## config.mk

```make
export PLATFORM = sky130hd
export DESIGN_NAME = alu_op_driver_flat
export DESIGN_NICKNAME = d
export VERILOG_FILES = /design/src/rtl/alu_op_driver_if.sv /design/src/rtl/alu_op_driver.sv /design/src/flat_wrapper.sv
export SDC_FILE = /design/constraint.sdc
export NUM_CORES = 1
export LEC_CHECK = 0
export CORE_MARGIN = 5
export CORE_UTILIZATION = 44
export DETAILED_ROUTE_END_ITERATION = 10
export PLACE_DENSITY = 0.83
export SLEW_MARGIN = 20
export SYNTH_ARGS = -nofsm -noshare
export SYNTH_HDL_FRONTEND = slang
export SYNTH_SLANG_ARGS = --single-unit
```

## constraint.sdc

```tcl
create_clock -name clk -period 1.9 [get_ports clk]
set_input_delay 0.19 -clock clk [delete_from_list [all_inputs] [get_ports clk]]
set_output_delay 0.19 -clock clk [all_outputs]
set_load 0.005 [all_outputs]
```

## src/rtl/alu_op_driver_if.sv

```systemverilog
// alu_op_driver_if: request, ALU operand/result and response signals of the ALU op driver.
interface alu_op_driver_if;
    logic       req_valid;
    logic       req_ready;
    logic [7:0] req_a;
    logic [7:0] req_b;
    logic [3:0] req_sel;
    logic [7:0] alu_a;
    logic [7:0] alu_b;
    logic [3:0] alu_sel;
    logic [7:0] alu_out;
    logic       alu_carry;
    logic       rsp_valid;
    logic       rsp_ready;
    logic [7:0] rsp_result;
    logic       rsp_carry;
    logic [3:0] rsp_sel;
    modport master (
        input  req_valid, req_a, req_b, req_sel, alu_out, alu_carry, rsp_ready,
        output req_ready, alu_a, alu_b, alu_sel, rsp_valid, rsp_result, rsp_carry, rsp_sel
    );
    modport slave (
        output req_valid, req_a, req_b, req_sel, alu_out, alu_carry, rsp_ready,
        input  req_ready, alu_a, alu_b, alu_sel, rsp_valid, rsp_result, rsp_carry, rsp_sel
    );
endinterface

```

## src/rtl/alu_op_driver.sv

```systemverilog
// alu_op_driver: issues one ALU operation at a time and returns its result over a valid/ready port.
module alu_op_driver #(
    parameter int ALU_LAT   = 1,
    parameter int MUL_EXTRA = 1,
    parameter int CNT_W     = 16
) (
    input  logic             clk,
    input  logic             rst,
    alu_op_driver_if.master  bus,
    output logic [CNT_W-1:0] op_count
);
    localparam int WC_W = $clog2(ALU_LAT + MUL_EXTRA + 2);
    typedef enum logic [1:0] {IDLE, DRIVE, WAIT, RESP} state_t;
    state_t state, state_nx;
    logic [WC_W-1:0] wait_cnt;
    logic req_fire, done, rsp_fire;
    assign req_fire = (state == IDLE) && bus.req_valid;
    assign done     = (state == WAIT) && (wait_cnt == '0);
    assign rsp_fire = (state == RESP) && bus.rsp_ready;
    always_comb begin
        state_nx      = state;
        bus.req_ready = 1'b0;
        case (state)
            IDLE: begin
                bus.req_ready = 1'b1;
                state_nx      = bus.req_valid ? DRIVE : IDLE;
            end
            DRIVE:   state_nx = WAIT;
            WAIT:    state_nx = (wait_cnt == '0) ? RESP : WAIT;
            RESP:    state_nx = bus.rsp_ready ? IDLE : RESP;
            default: state_nx = IDLE;
        endcase
    end
    // Result is taken once the counter has run down, giving the ALU its full latency after DRIVE.
    always_ff @(posedge clk or posedge rst) begin
        if (rst) begin
            state          <= IDLE;
            wait_cnt       <= '0;
            bus.alu_a      <= '0;
            bus.alu_b      <= '0;
            bus.alu_sel    <= '0;
            bus.rsp_valid  <= 1'b0;
            bus.rsp_result <= '0;
            bus.rsp_carry  <= 1'b0;
            bus.rsp_sel    <= '0;
            op_count       <= '0;
        end else begin
            state <= state_nx;
            if (req_fire) begin
                bus.alu_a   <= bus.req_a;
                bus.alu_b   <= bus.req_b;
                bus.alu_sel <= bus.req_sel;
                wait_cnt    <= WC_W'(ALU_LAT + ((bus.req_sel == 4'd2) ? MUL_EXTRA : 0));
            end
            if (state == WAIT && wait_cnt != '0)
                wait_cnt <= wait_cnt - 1'b1;
            if (done) begin
                bus.rsp_result <= bus.alu_out;
                bus.rsp_carry  <= bus.alu_carry & (bus.alu_sel == 4'd0);
                bus.rsp_sel    <= bus.alu_sel;
                bus.rsp_valid  <= 1'b1;
            end
            if (rsp_fire) begin
                bus.rsp_valid <= 1'b0;
                op_count      <= op_count + 1'b1;
            end
        end
    end
endmodule

```

## src/flat_wrapper.sv

```systemverilog
// flat-port wrapper written by rule: the top's interface ports become plain ports
module alu_op_driver_flat 
#(
    parameter int ALU_LAT   = 1,
    parameter int MUL_EXTRA = 1,
    parameter int CNT_W     = 16
)
  (clk, rst, op_count, bus_req_valid, bus_req_a, bus_req_b, bus_req_sel, bus_alu_out, bus_alu_carry, bus_rsp_ready, bus_req_ready, bus_alu_a, bus_alu_b, bus_alu_sel, bus_rsp_valid, bus_rsp_result, bus_rsp_carry, bus_rsp_sel);
  alu_op_driver_if bus_i ();
  input  logic clk;
  input  logic rst;
  output logic [CNT_W-1:0] op_count;
  input wire logic [$bits(bus_i.req_valid)-1:0] bus_req_valid;
  input wire logic [$bits(bus_i.req_a)-1:0] bus_req_a;
  input wire logic [$bits(bus_i.req_b)-1:0] bus_req_b;
  input wire logic [$bits(bus_i.req_sel)-1:0] bus_req_sel;
  input wire logic [$bits(bus_i.alu_out)-1:0] bus_alu_out;
  input wire logic [$bits(bus_i.alu_carry)-1:0] bus_alu_carry;
  input wire logic [$bits(bus_i.rsp_ready)-1:0] bus_rsp_ready;
  output wire logic [$bits(bus_i.req_ready)-1:0] bus_req_ready;
  output wire logic [$bits(bus_i.alu_a)-1:0] bus_alu_a;
  output wire logic [$bits(bus_i.alu_b)-1:0] bus_alu_b;
  output wire logic [$bits(bus_i.alu_sel)-1:0] bus_alu_sel;
  output wire logic [$bits(bus_i.rsp_valid)-1:0] bus_rsp_valid;
  output wire logic [$bits(bus_i.rsp_result)-1:0] bus_rsp_result;
  output wire logic [$bits(bus_i.rsp_carry)-1:0] bus_rsp_carry;
  output wire logic [$bits(bus_i.rsp_sel)-1:0] bus_rsp_sel;
  assign bus_i.req_valid = bus_req_valid;
  assign bus_i.req_a = bus_req_a;
  assign bus_i.req_b = bus_req_b;
  assign bus_i.req_sel = bus_req_sel;
  assign bus_i.alu_out = bus_alu_out;
  assign bus_i.alu_carry = bus_alu_carry;
  assign bus_i.rsp_ready = bus_rsp_ready;
  assign bus_req_ready = bus_i.req_ready;
  assign bus_alu_a = bus_i.alu_a;
  assign bus_alu_b = bus_i.alu_b;
  assign bus_alu_sel = bus_i.alu_sel;
  assign bus_rsp_valid = bus_i.rsp_valid;
  assign bus_rsp_result = bus_i.rsp_result;
  assign bus_rsp_carry = bus_i.rsp_carry;
  assign bus_rsp_sel = bus_i.rsp_sel;
  alu_op_driver #(.ALU_LAT(ALU_LAT), .MUL_EXTRA(MUL_EXTRA), .CNT_W(CNT_W)) u_core (.clk(clk), .rst(rst), .bus(bus_i), .op_count(op_count));
endmodule
```

### Yosys cells after proc, flatten, opt, wreduce, memory -nomap -nowiden

Cells that the tools add are included.

* bitwise gates (word level): 1
* mux-type cells: 10
* add/sub/neg operators: 3
* reduce and logical (&&, ||, !) cells: 10
* equality and inequality tests: 4

Operators by type and width (count)
* 16-bit by 1-bit adder with 16-bit output, second input constant: 1
* 2-bit one-hot mux with 4 select lines: 1
* 1-bit two-way mux: 6
* 2-bit two-way mux: 3
* 2-bit nonzero test: 3
* 2-bit equality test, second input constant: 2
* 4-bit by 2-bit equality test with 1-bit output, second input constant: 1
* 1-bit logical AND: 4
* 2-bit logical NOT: 2
* 4-bit logical NOT: 1
* 2-bit adder, first input constant: 1
* 2-bit by 1-bit equality test with 1-bit output, second input constant: 1
* 2-bit by 1-bit subtractor with 2-bit output, second input constant: 1
* 1-bit bitwise AND: 1

* register bits: 54
* input bits: 33
* word-level logic and storage cells: 38

### Logic depth before layout (Yosys ltp)

* word-level depth: 5
* mapped depth: 6
* mapped depth without buffers: 5

### Least setup slack after synthesis

Ideal clock, no wire load.

* path kind: register to register
* start: reg u_core.wait_cnt[0]
* end: reg u_core.bus.rsp_result[0]
* stages on the path, launching flop included: 6
* buffers on the path: 1
* arrival time: 1.286 ns
* required time: 1.775 ns
* setup slack: 0.489 ns
* period minus slack after synthesis: 1.411 ns
* cells stage by stage: dfrtp_1 inv_1 ha_1 nand3b_1 buf_4 mux2_2

* longest elaborated chain between the ends: 2

RTL lines
* start: declaration: line alu_op_driver.sv:15 `logic [WC_W-1:0] wait_cnt;`
* start signal: assignment: line alu_op_driver.sv:53 `wait_cnt <= WC_W'(ALU_LAT + ((bus.req_sel == 4'd2) ? MUL_EXTRA : 0));`
* start signal: assignment: line alu_op_driver.sv:56 `wait_cnt <= wait_cnt - 1'b1;`
* 2-bit logical NOT: line alu_op_driver.sv:18 `assign done = (state == WAIT) && (wait_cnt == '0);`
* 1-bit logical AND: line alu_op_driver.sv:18
* end signal: assignment: line alu_op_driver.sv:58 `bus.rsp_result <= bus.alu_out;`
* end: declaration: line alu_op_driver_if.sv:20 `output req_ready, alu_a, alu_b, alu_sel, rsp_valid, rsp_result, rsp_carry, rsp_sel`

No other way between the ends.
A chain may end at the register's enable or synchronous reset.

### Final worst setup path

* start: reg u_core.state[1]
* end: out bus_req_ready

* longest elaborated chain between the ends: 2

RTL lines
* start: declaration: line alu_op_driver.sv:14 `state_t state, state_nx;`
* start signal: assignment: line alu_op_driver.sv:48 `state <= state_nx;`
* 2-bit logical NOT: line alu_op_driver.sv:23 `case (state)`
* 1-bit two-way mux: line alu_op_driver.sv:23
* end: declaration: line flat_wrapper.sv:20 `output wire logic [$bits(bus_i.req_ready)-1:0] bus_req_ready;`

No other way between the ends.

==> results by group <==
Run status
  • Status: finished, final reports clean

Floorplanning
  • Initial core utilization: 0.448
  • Die height: 81.9 um
  • Die area: approximately 6700 sq um
  • Die width: 81.9 um
  • Placeable Area: 5070 sq um
  • Rows: 26
  • Io pins: 84

Logic synthesis
  • Sequential share of the synthesized area: 0.594
  • EDFF count, synth: 0
  • Mapped Area: between 2000 and 2500 sq um
  • #FFs+latches synth: 54
  • Ys async rst share: 1.00
  • Post-synth top flop: dfrtp_1
  • Syn nets: 243
  • Syn Inst Count: ~210
  • Synthesis warning total: 0
  • Distinct cells, synth: 32
  • Synthesized area per cell: 10.9 sq um

Drt
  • 1st-iter DRT viols: 83
  • Routed Antenna Nets: 0
  • Vias per cell: roughly 4.6
  • Via count: 1,687
  • DRC Markers: 0
  • First drt pass iteration count: 4
  • Per-cell routed wire length: 13.9 um
  • Detailed-route wire length: 5070 um

Clock network
  • TritonCTS buffer count: 5
  • Setup Buffers After CTS: 0
  • Post_cts resized: 0
  • Worst skew pair latency: 0.30 ns
  • Root buf cell: clkbuf_8
  • Register clock-pin slew on the reported worst setup and hold paths: 0.10 ns
  • Max Buffers Root-to-Sink: 2
  • Clock tree from TritonCTS: yes
  • Htree depth: 2
  • Post-CTS Hold Buffers: 0
  • Clock sinks: 54

Critical path
  • Crit path kind: register to primary output
  • CP max stage cell: clkdlybuf4s50_1
  • Req. time, crit path: 1.71 ns
  • R2R setup slack: between 0.3 and 0.4 ns
  • CP bufs+invs: 1
  • Worst Setup Start Kind: register
  • Worst r2r dst: u_core.wait_cnt[0]$_DFFE_PP0P_
  • Worst path max stage delay: 0.54 ns
  • Critical Path AT: 1.56 ns
  • Worst reg-to-reg path cell count: 5
  • Worst reg2reg startpoint: u_core.wait_cnt[0]$_DFFE_PP0P_
  • Crit. End Element: primary output
  • Crit path max fanout: 10
  • Crit-path cells: nor2_1, clkdlybuf4s50_1
  • CP delay by family, top: buffers and inverters

STA
  • Worst setup margin: roughly 0.15 ns
  • Setup-failing EPs final: 0
  • Fin. Hold Viols: 0
  • Final min period: 1.75 ns
  • Hold_ws: 0.256 ns
  • Maximum clock frequency: 571 MHz
  • Worst rel slew slack: 0.589
  • Measured slew at the worst slew-check pin: 0.615 ns
  • Clock Skew: around 0.0087 ns
  • Unrepaired setup endpoints after global routing: no
  • Crit share post-route: 0.922
  • Max Transition Viols Final: 0
  • Setup TNS: 0 ns

Power
  • Pleak: 0.00149 uW
  • PwrDens: 1320 nW/um^2
  • Worst vdd ir: 0.000748 V

Finish
  • Most common cell after layout, fill and taps aside: clkdlybuf4s50_1
  • Nets: 330
  • Layout cells sized above 1: 0.115
  • Post-route cell area: about 3300 sq um
  • Area delta synth->final: 44.4%
  • Most frequent cells in the layout: 83 x clkdlybuf4s50_1, 76 x nand2_1, 54 x dfrtp_1
  • Layout Utilization: 0.647
  • Antenna diodes: 0

Hold path
  • Hold crit path type: input pin to async pin

GRT
  • Total GRT Usage: 0.162
  • Global-route wire length before repair: 8300 um
  • Vias in the first global route: between 1,500 and 2,000
  • Largest net degree at the start of global routing: 31
  • Grt total ovfl: 0
  • Initial antenna violation count: 0

Flow run
  • Max Cap Viol: 0

Place
  • Final Wtd Congestion: 0.789
  • Placed instance area: 3170 sq um
  • HPWL after detailed placement: 3930 um
  • Port buffer count: 83
  • Pre-CTS setup slack: approximately 0.20 ns
==> routing by layer <==
metal	track usage	vias to the layer above	part of all wire	routed length, um
li1	-	845	-	-
met3	0.0362	4	0.056	282
met5	0	-	0	0
met1	0.213	795	0.43	2200
met4	0.0365	0	0.011	55
met2	0.273	43	0.50	2530
==> logic make-up after synthesis <==
kind of cell | after synthesis | synth area share
AND/OR/NAND/NOR | 104 | 0.213
buffers and inverters | 12 | 0.0374
adder cells (fa/ha/maj) | 2 | 0.0110
flip-flops | 54 | 0.594
XOR/XNOR | 15 | 0.0578
multiplexers | 12 | 0.0594
AO/OA/AOI/OAI | 9 | 0.0270
==> synthesized netlist by cell type (2+ instances only) <==
cell type,instances,share of area
xor2_1,2,0.0077
ha_1,2,0.011
nand2_1,76,0.13
o21ai_0,2,0.0044
buf_4,2,0.0066
nor2_1,5,0.0083
a21oi_1,3,0.0066
nand4_1,4,0.011
xnor2_1,13,0.050
and2_1,2,0.0055
nand3_1,5,0.011
buf_2,2,0.0044
mux2_2,12,0.059
buf_6,4,0.020
dfrtp_1,54,0.59
inv_1,4,0.0066
==> per-stage QoR <==
stage          total power, uW  std cells
6_report                  4340        366
5_1_grt                   4640        366
4_1_cts                   4390        366
3_5_place_dp              3620        358
3_3_place_gp              3560        358
2_1_floorplan             2650        208
==> cell type report <==
cell class	instances	area (sq um)
multi-input cells	142	838
clock inverters	3	43.8
inverters	4	15.0
well taps	70	87.6
repair buffers	88	881
fillers	426	1790
flip-flops and latches	54	1350
clock buffers	5	68.8
==> power by group <==
group / internal, uW / switching [uW]
registers: 1560 / 304
clock network: 396 / 372
logic: 1070 / 639
total: 3020 / 1320
==> worst max-delay path by stage <==
stage	from	endpoint	slack (ns)	cells after the start
after floorplan	rst	u_core.bus.alu_a[0]$_DFFE_PP0P_	0.40	1
after global placement	bus_rsp_ready	u_core.op_count[7]$_DFFE_PP0P_	0.24	5
after detailed placement	bus_rsp_ready	u_core.op_count[14]$_DFFE_PP0P_	0.20	5
after CTS	u_core.state[1]$_DFF_PP0_	bus_req_ready	0.15	2
after global routing	u_core.state[1]$_DFF_PP0_	bus_req_ready	0.03	2
final	u_core.state[1]$_DFF_PP0_	bus_req_ready	0.15	2
==> flip-flops by register name, summed over array words and instances, names as in the netlist <==
register,flops
u_core.bus.alu_a,8
u_core.bus.alu_b,8
u_core.bus.alu_sel,4
u_core.bus.rsp_carry,1
u_core.bus.rsp_result,8
u_core.bus.rsp_sel,4
u_core.bus.rsp_valid,1
u_core.op_count,16
u_core.state,2
u_core.wait_cnt,2
No activity file was read; power rests on OpenSTA's default activity.
